<file path="src/rtl/uart_pkg.sv">
// Shared UART receive types: FSM states, parity/data-bit encodings, bit-count helper.
// UART_RX_FILTER_EN moves the mid-bit strobe one clock later so the majority window is centred.
package uart_pkg;

  typedef enum logic [2:0] {
    RX_IDLE,
    RX_START,
    RX_DATA,
    RX_PARITY,
    RX_STOP1,
    RX_STOP2
  } rx_state_e;

  localparam logic [1:0] UART_PARITY_ODD  = 2'b00;
  localparam logic [1:0] UART_PARITY_EVEN = 2'b01;
  localparam logic [1:0] UART_PARITY_ZERO = 2'b10;
  localparam logic [1:0] UART_PARITY_ONE  = 2'b11;

  localparam logic [1:0] UART_BITS_5 = 2'b00;
  localparam logic [1:0] UART_BITS_6 = 2'b01;
  localparam logic [1:0] UART_BITS_7 = 2'b10;
  localparam logic [1:0] UART_BITS_8 = 2'b11;

`ifdef UART_RX_FILTER_EN
  localparam logic [15:0] UART_RX_MID_ADJ = 16'd1;
`else
  localparam logic [15:0] UART_RX_MID_ADJ = 16'd0;
`endif

  function automatic logic [2:0] last_bit_idx(input logic [1:0] bits);
    return 3'd4 + {1'b0, bits};
  endfunction

endpackage

</file>
<file path="src/rtl/uart_rx_sync.sv">
// rx line synchronizer (2 flops, reset high), falling-edge detect and bit sampler; 2-cycle latency, no backpressure.
// UART_RX_FILTER_EN: sample is the 2-of-3 majority of the synced line over the last three clocks.
module uart_rx_sync (
  input  logic clk_i,
  input  logic rst_n_i,
  input  logic rx_i,
  output logic fall_o,
  output logic samp_o
);

  logic sync1_q, sync1_d;
  logic sync2_q, sync2_d;
  logic dly_q, dly_d;

  always_comb begin
    sync1_d = rx_i;
    sync2_d = sync1_q;
    dly_d   = sync2_q;
  end

  always_ff @(posedge clk_i or negedge rst_n_i) begin
    if (!rst_n_i) begin
      sync1_q <= 1'b1;
      sync2_q <= 1'b1;
      dly_q   <= 1'b1;
    end else begin
      sync1_q <= sync1_d;
      sync2_q <= sync2_d;
      dly_q   <= dly_d;
    end
  end

  assign fall_o = dly_q & ~sync2_q;

`ifdef UART_RX_FILTER_EN
  logic dly2_q, dly2_d;

  always_comb dly2_d = dly_q;

  always_ff @(posedge clk_i or negedge rst_n_i) begin
    if (!rst_n_i) dly2_q <= 1'b1;
    else          dly2_q <= dly2_d;
  end

  assign samp_o = (sync2_q & dly_q) | (sync2_q & dly2_q) | (dly_q & dly2_q);
`else
  assign samp_o = sync2_q;
`endif

endmodule

</file>
<file path="src/rtl/uart_rx.sv">
// UART receiver: 5-8 data bits, optional parity, 1-2 stops; byte valid the cycle after the last stop sample.
// Held frame waits for rx_ready_i; a frame completing while still held is dropped with an overrun pulse.
module uart_rx
  import uart_pkg::*;
(
  input  logic        clk_i,
  input  logic        rst_n_i,
  input  logic        rx_i,
  output logic        busy_o,
  input  logic        cfg_en_i,
  input  logic [15:0] cfg_div_i,
  input  logic        cfg_parity_en_i,
  input  logic [1:0]  cfg_parity_sel_i,
  input  logic [1:0]  cfg_bits_i,
  input  logic        cfg_stop_bits_i,
  output logic [7:0]  rx_data_o,
  output logic        rx_valid_o,
  input  logic        rx_ready_i,
  output logic        err_parity_o,
  output logic        err_frame_o,
  output logic        err_overrun_o
);

  logic fall, samp;

  uart_rx_sync u_sync (
    .clk_i   (clk_i),
    .rst_n_i (rst_n_i),
    .rx_i    (rx_i),
    .fall_o  (fall),
    .samp_o  (samp)
  );

  rx_state_e   state_q, state_d;
  logic [15:0] cnt_q, cnt_d;
  logic [7:0]  shift_q, shift_d;
  logic [2:0]  idx_q, idx_d;
  logic        par_q, par_d;
  logic        perr_q, perr_d;
  logic        ferr_q, ferr_d;
  logic        done_q, done_d;
  logic [7:0]  data_q, data_d;
  logic        valid_q, valid_d;
  logic        eperr_q, eperr_d;
  logic        eferr_q, eferr_d;
  logic        ovr_q, ovr_d;

  logic [15:0] target;
  logic        strobe;
  logic        exp_par;

  always_comb begin
    target = (state_q == RX_START) ? ({1'b0, cfg_div_i[15:1]} + UART_RX_MID_ADJ) : cfg_div_i;
    strobe = (state_q != RX_IDLE) && (cnt_q == target);
    case (cfg_parity_sel_i)
      UART_PARITY_ODD:  exp_par = ~par_q;
      UART_PARITY_EVEN: exp_par = par_q;
      UART_PARITY_ZERO: exp_par = 1'b0;
      default:          exp_par = 1'b1;
    endcase
  end

  always_comb begin
    state_d = state_q;
    cnt_d   = strobe ? 16'd0 : cnt_q + 16'd1;
    shift_d = shift_q;
    idx_d   = idx_q;
    par_d   = par_q;
    perr_d  = perr_q;
    ferr_d  = ferr_q;
    done_d  = 1'b0;
    case (state_q)
      RX_IDLE: begin
        cnt_d = 16'd0;
        if (fall) begin
          state_d = RX_START;
          idx_d   = 3'd0;
          par_d   = 1'b0;
          perr_d  = 1'b0;
          ferr_d  = 1'b0;
        end
      end
      RX_START: if (strobe) state_d = samp ? RX_IDLE : RX_DATA;
      RX_DATA: if (strobe) begin
        // Shift in from the top; the byte is right-aligned at completion.
        shift_d = {samp, shift_q[7:1]};
        par_d   = par_q ^ samp;
        idx_d   = idx_q + 3'd1;
        if (idx_q == last_bit_idx(cfg_bits_i))
          state_d = cfg_parity_en_i ? RX_PARITY : RX_STOP1;
      end
      RX_PARITY: if (strobe) begin
        perr_d  = (samp != exp_par);
        state_d = RX_STOP1;
      end
      RX_STOP1: if (strobe) begin
        if (!samp) ferr_d = 1'b1;
        if (cfg_stop_bits_i) begin
          state_d = RX_STOP2;
        end else begin
          state_d = RX_IDLE;
          done_d  = 1'b1;
        end
      end
      RX_STOP2: if (strobe) begin
        if (!samp) ferr_d = 1'b1;
        state_d = RX_IDLE;
        done_d  = 1'b1;
      end
      default: state_d = RX_IDLE;
    endcase
    if (!cfg_en_i) begin
      state_d = RX_IDLE;
      cnt_d   = 16'd0;
      done_d  = 1'b0;
    end
  end

  always_comb begin
    data_d  = data_q;
    valid_d = valid_q;
    eperr_d = eperr_q;
    eferr_d = eferr_q;
    ovr_d   = 1'b0;
    if (!cfg_en_i) begin
      valid_d = 1'b0;
    end else begin
      if (valid_q && rx_ready_i) valid_d = 1'b0;
      if (done_q) begin
        if (!valid_q || rx_ready_i) begin
          data_d  = shift_q >> (3'd7 - last_bit_idx(cfg_bits_i));
          valid_d = 1'b1;
          eperr_d = perr_q;
          eferr_d = ferr_q;
        end else begin
          ovr_d = 1'b1;
        end
      end
    end
  end

  always_ff @(posedge clk_i or negedge rst_n_i) begin
    if (!rst_n_i) begin
      state_q <= RX_IDLE;
      cnt_q   <= 16'd0;
      shift_q <= 8'd0;
      idx_q   <= 3'd0;
      par_q   <= 1'b0;
      perr_q  <= 1'b0;
      ferr_q  <= 1'b0;
      done_q  <= 1'b0;
      data_q  <= 8'd0;
      valid_q <= 1'b0;
      eperr_q <= 1'b0;
      eferr_q <= 1'b0;
      ovr_q   <= 1'b0;
    end else begin
      state_q <= state_d;
      cnt_q   <= cnt_d;
      shift_q <= shift_d;
      idx_q   <= idx_d;
      par_q   <= par_d;
      perr_q  <= perr_d;
      ferr_q  <= ferr_d;
      done_q  <= done_d;
      data_q  <= data_d;
      valid_q <= valid_d;
      eperr_q <= eperr_d;
      eferr_q <= eferr_d;
      ovr_q   <= ovr_d;
    end
  end

  assign busy_o        = (state_q != RX_IDLE);
  assign rx_data_o     = data_q;
  assign rx_valid_o    = valid_q;
  assign err_parity_o  = eperr_q;
  assign err_frame_o   = eferr_q;
  assign err_overrun_o = ovr_q;

endmodule

</file>
<file path="config.mk">
export PLATFORM = sky130hd
export DESIGN_NAME = uart_rx
export DESIGN_NICKNAME = d
export VERILOG_FILES = /design/src/rtl/uart_pkg.sv /design/src/rtl/uart_rx_sync.sv /design/src/rtl/uart_rx.sv
export SDC_FILE = /design/constraint.sdc
export NUM_CORES = 1
export LEC_CHECK = 0
export ABC_AREA = 1
export BUFFER_PORTS_ARGS = -buffer_cell sky130_fd_sc_hd__buf_2
export CAP_MARGIN = 5
export CORE_UTILIZATION = 40
export DETAILED_ROUTE_END_ITERATION = 8
export PLACE_DENSITY = 0.7
export SLEW_MARGIN = 25
export SYNTH_ARGS = -nofsm -noshare
export SYNTH_HDL_FRONTEND = slang
export SYNTH_HIERARCHICAL = 1
export SYNTH_SLANG_ARGS = --single-unit
</file>
<file path="constraint.sdc">
create_clock -name clk_i -period 2.6 [get_ports clk_i]
set_clock_uncertainty 0.1 [all_clocks]
set_input_delay 0.39 -clock clk_i [delete_from_list [all_inputs] [get_ports clk_i]]
set_output_delay 0.39 -clock clk_i [all_outputs]
set_load 0.03 [all_outputs]
</file>
==> impl_metrics.toml <==
[outcome]
status = "complete, no violations"

[die]
design.core.area_mm2 = 0.00725
pin_count = 40
initial_core_util_pct = 41.5
rows = 31
fp.dieH_um = 88.8
die_x_um = 88.8
dieArea_mm2 = 0.00788

[synthesis]
synth_area_leaders = "dfrtp_1 38%, nand2_1 17%, nand3_1 7.6%"
synth_area_per_cell_um2 = 7.00
yosys_warnings = 6
synth_fp_nets = 459
syn_inst = 430
seq_area_frac_synth_pct = 40.9
synth_cell_types = 35
ys_seq_elements = 49
netlist_area_mm2 = 0.00301
yosysTopAreaCellShare_pct = 38.2
yosysTopAreaCell = "dfrtp_1"

[global_routing]
grt_max_degree = 28
grt_overflow = 0
grt_pass1_vias = 2442
antenna_found_initial = 0
grtUsageTotal_pct = 17.9
grt_pass1_wl_mm = 11.0

[placement]
dp_hpwl_mm = 5.16
gp_congestion = 0.877
io_buffer_count = 39

[worst_setup_path]
cpPeakStageDelay_ns = 0.49
startpoint_type = "flip-flop"
worstSetupPathType = "reg2reg"
cp.arrival_ns = 2.46
crit_chain = "inv_2, nand3_4, nand2_1, nand2_1, nand2_1, nand2_1, nor2_1, nand2_1, nor2_1, nand3_1, nand2_1, nand3_1, nand2_1"
path_common_cell = "nand2_1"
r2r_cells = 13
crit_slowest_cell = "dfrtp_1"
crit_fanout = 27
critPathCaptureType = "flip-flop"
critPathRequiredTime_ns = 2.75

[timing]
finalCritPeriodShare_pct = 88.9
maxSlewHeadroom_pct = 62.8
period_minus_slack_ns = 2.31
tightest_slew_ns = 0.558
fmax_mhz = 433
rsz0062_at_grt = "no"
setup_viol = 0
finalMaxSlewViolations = 0
hold_viol = 0
setup_tns_ns = 0

[pwr]
p_leak_nw = 1.74
ir_worst_vdd_mv = 0.240
p_per_area_mw_per_mm2 = 640

[cells_and_area]
multiInputGateArea_mm2 = 0.00153
syn2layout_area_growth_pct = 14.3
layout-drive-gt1-share_pct = 14.9
regArea_mm2 = 0.00123
antenna_cells = 0
nFillCells = 754
utilization_pct = 47.4
fin_nets = 504

[clock_tree]
clk_pin_slew_ns = 0.09
cts_tree = "built"
clock_latency_ns = 0.30
htree_num_levels = 2
numCtsBuffers = 5
clock_path_buffers = 2
cts_sinks = 49
clock-root-buffer = "clkbuf_8"

[route]
drc = 0
viasPerCell = 4.87
wl_per_cell_um = 11.5
ant_nets = 0
first_pass_iters = 4
via_count = 2802
wl_mm = 6.60
initialDrtViolationCount = 134

[hold_path]
hold-path-cell-count = 1
min_path_type = "in2reg"

[run]
maxCapViolCount = 0
-- routing by layer --
metal	wire length (µm)	global-route usage, %
met1	3300	25.2
met2	2990	28.6
met3	253	3.17
met4	62	4.40
met5	0	0
-- critical path, delay by kind of cell, from the launching register on --
family / cells / cell delay, ns
buffers and inverters: 1 / 0.17
flip-flops: 1 / 0.49
AND/OR/NAND/NOR: 12 / 1.49
-- flip-flops by register name, summed over array words and instances (netlist names) --
name            count
cnt_q              16
err_frame_o         1
rx_data_o           8
u_sync/dly_q        1
shift_q             8
state_q             3
err_parity_o        1
done_q              1
rx_valid_o          1
err_overrun_o       1
idx_q               3
u_sync/sync1_q      1
ferr_q              1
u_sync/samp_o       1
par_q               1
perr_q              1
-- path summary, 6_finish.rpt --
| check | start | slack, ns | endpoint |
|---|---|---|---|
| max in group asynchronous | rst_n_i | 1.30 | done_q |
| worst min-delay path | rx_i | 0.08 | u_sync/sync1_q |
| worst min register to register | u_sync/sync1_q | 0.26 | u_sync/samp_o |
| worst max register to register | state_q[2] | 0.29 | idx_q[1] |
| min in group asynchronous | rst_n_i | 0.50 | state_q[2] |
| worst max-delay path | state_q[2] | 0.29 | idx_q[1] |
-- cell usage after synthesis (all sizes together) --
cell type / n
nor3b: 3
nor4: 2
o211ai: 1
xnor2: 1
or2: 1
mux2i: 2
nand2: 139
dfrtp: 46
o22a: 4
nand4: 3
xor2: 10
a21boi: 1
ha: 2
inv: 51
buf: 6
a211oi: 1
nand3: 48
a21oi: 9
o21a: 1
o22ai: 1
o21ai: 27
nor3: 9
nor2: 55
a31oi: 1
dfstp: 3
clkbuf: 3
-- cell usage in the layout (no fill, tap or decap), types with 2 or more instances in the layout --
cell type	instances
nand2_1	136
nor2_1	50
inv_1	49
nand3_1	46
dfrtp_1	45
buf_2	39
o21ai_0	24
xor2_1	10
nor3_1	9
a21oi_1	9
buf_4	6
clkbuf_8	5
o22a_1	4
nand4_1	3
nor2_2	3
nor3b_1	3
o21ai_1	3
dfstp_2	3
inv_2	2
nor2_4	2
nand2_4	2
nor4_1	2
mux2i_1	2
ha_1	2
-- through the flow --
| step | std cells | setup WS (ns) | hold slack (ns) | instance area, µm² | power (mW) |
|---|---|---|---|---|---|
| final | 575 | 0.290 | 0.0772 | 3440 | 2.20 |
| after detailed placement | 564 | 0.200 | 0.247 | 3300 | 1.68 |
| after floorplan | 430 | 0.554 | -0.00559 | 3010 | 1.52 |
| after CTS | 573 | 0.184 | 0.0701 | 3410 | 2.16 |
| after global placement | 564 | 0.282 | 0.246 | 3300 | 1.66 |
| after global routing | 575 | 0.0574 | 0.0667 | 3440 | 2.38 |
-- power by group --
part / internal, mW / switching (mW) / leakage, nW
combinational: 0.292 / 0.579 / 1.04
clock: 0.195 / 0.273 / 0.0447
sequential: 0.800 / 0.0609 / 0.655
-- what timing repair did --
item / CTS / global route
setup endpoints to repair: 0 / 23
hold buffers: 1 / 0
endpoints found under the hold margin: 21 / 0
setup buffers: 0 / 2
resized for setup: 0 / 2
-- logic make-up (layout without fill, tap and decap cells) --
kind of cell	count (synthesis)	in the layout	synth area share [%]
compound gates	46	46	8.56
xor+xnor	11	11	3.20
fa+ha+maj	2	2	0.831
buf+inv	60	106	8.48
flops	49	49	40.9
mux	2	2	0.665
simple gates	260	260	37.4
-- cell type report --
type / count / share of cell area, %
timing repair buffer: 47 / 7.85
clock inverter: 3 / 0.727
inverter: 51 / 5.56
multi-input combinational: 321 / 44.5
tap: 99 / 3.60
clock buffer: 5 / 2.00
sequential: 49 / 35.8
(Power assumes the default switching activity.)
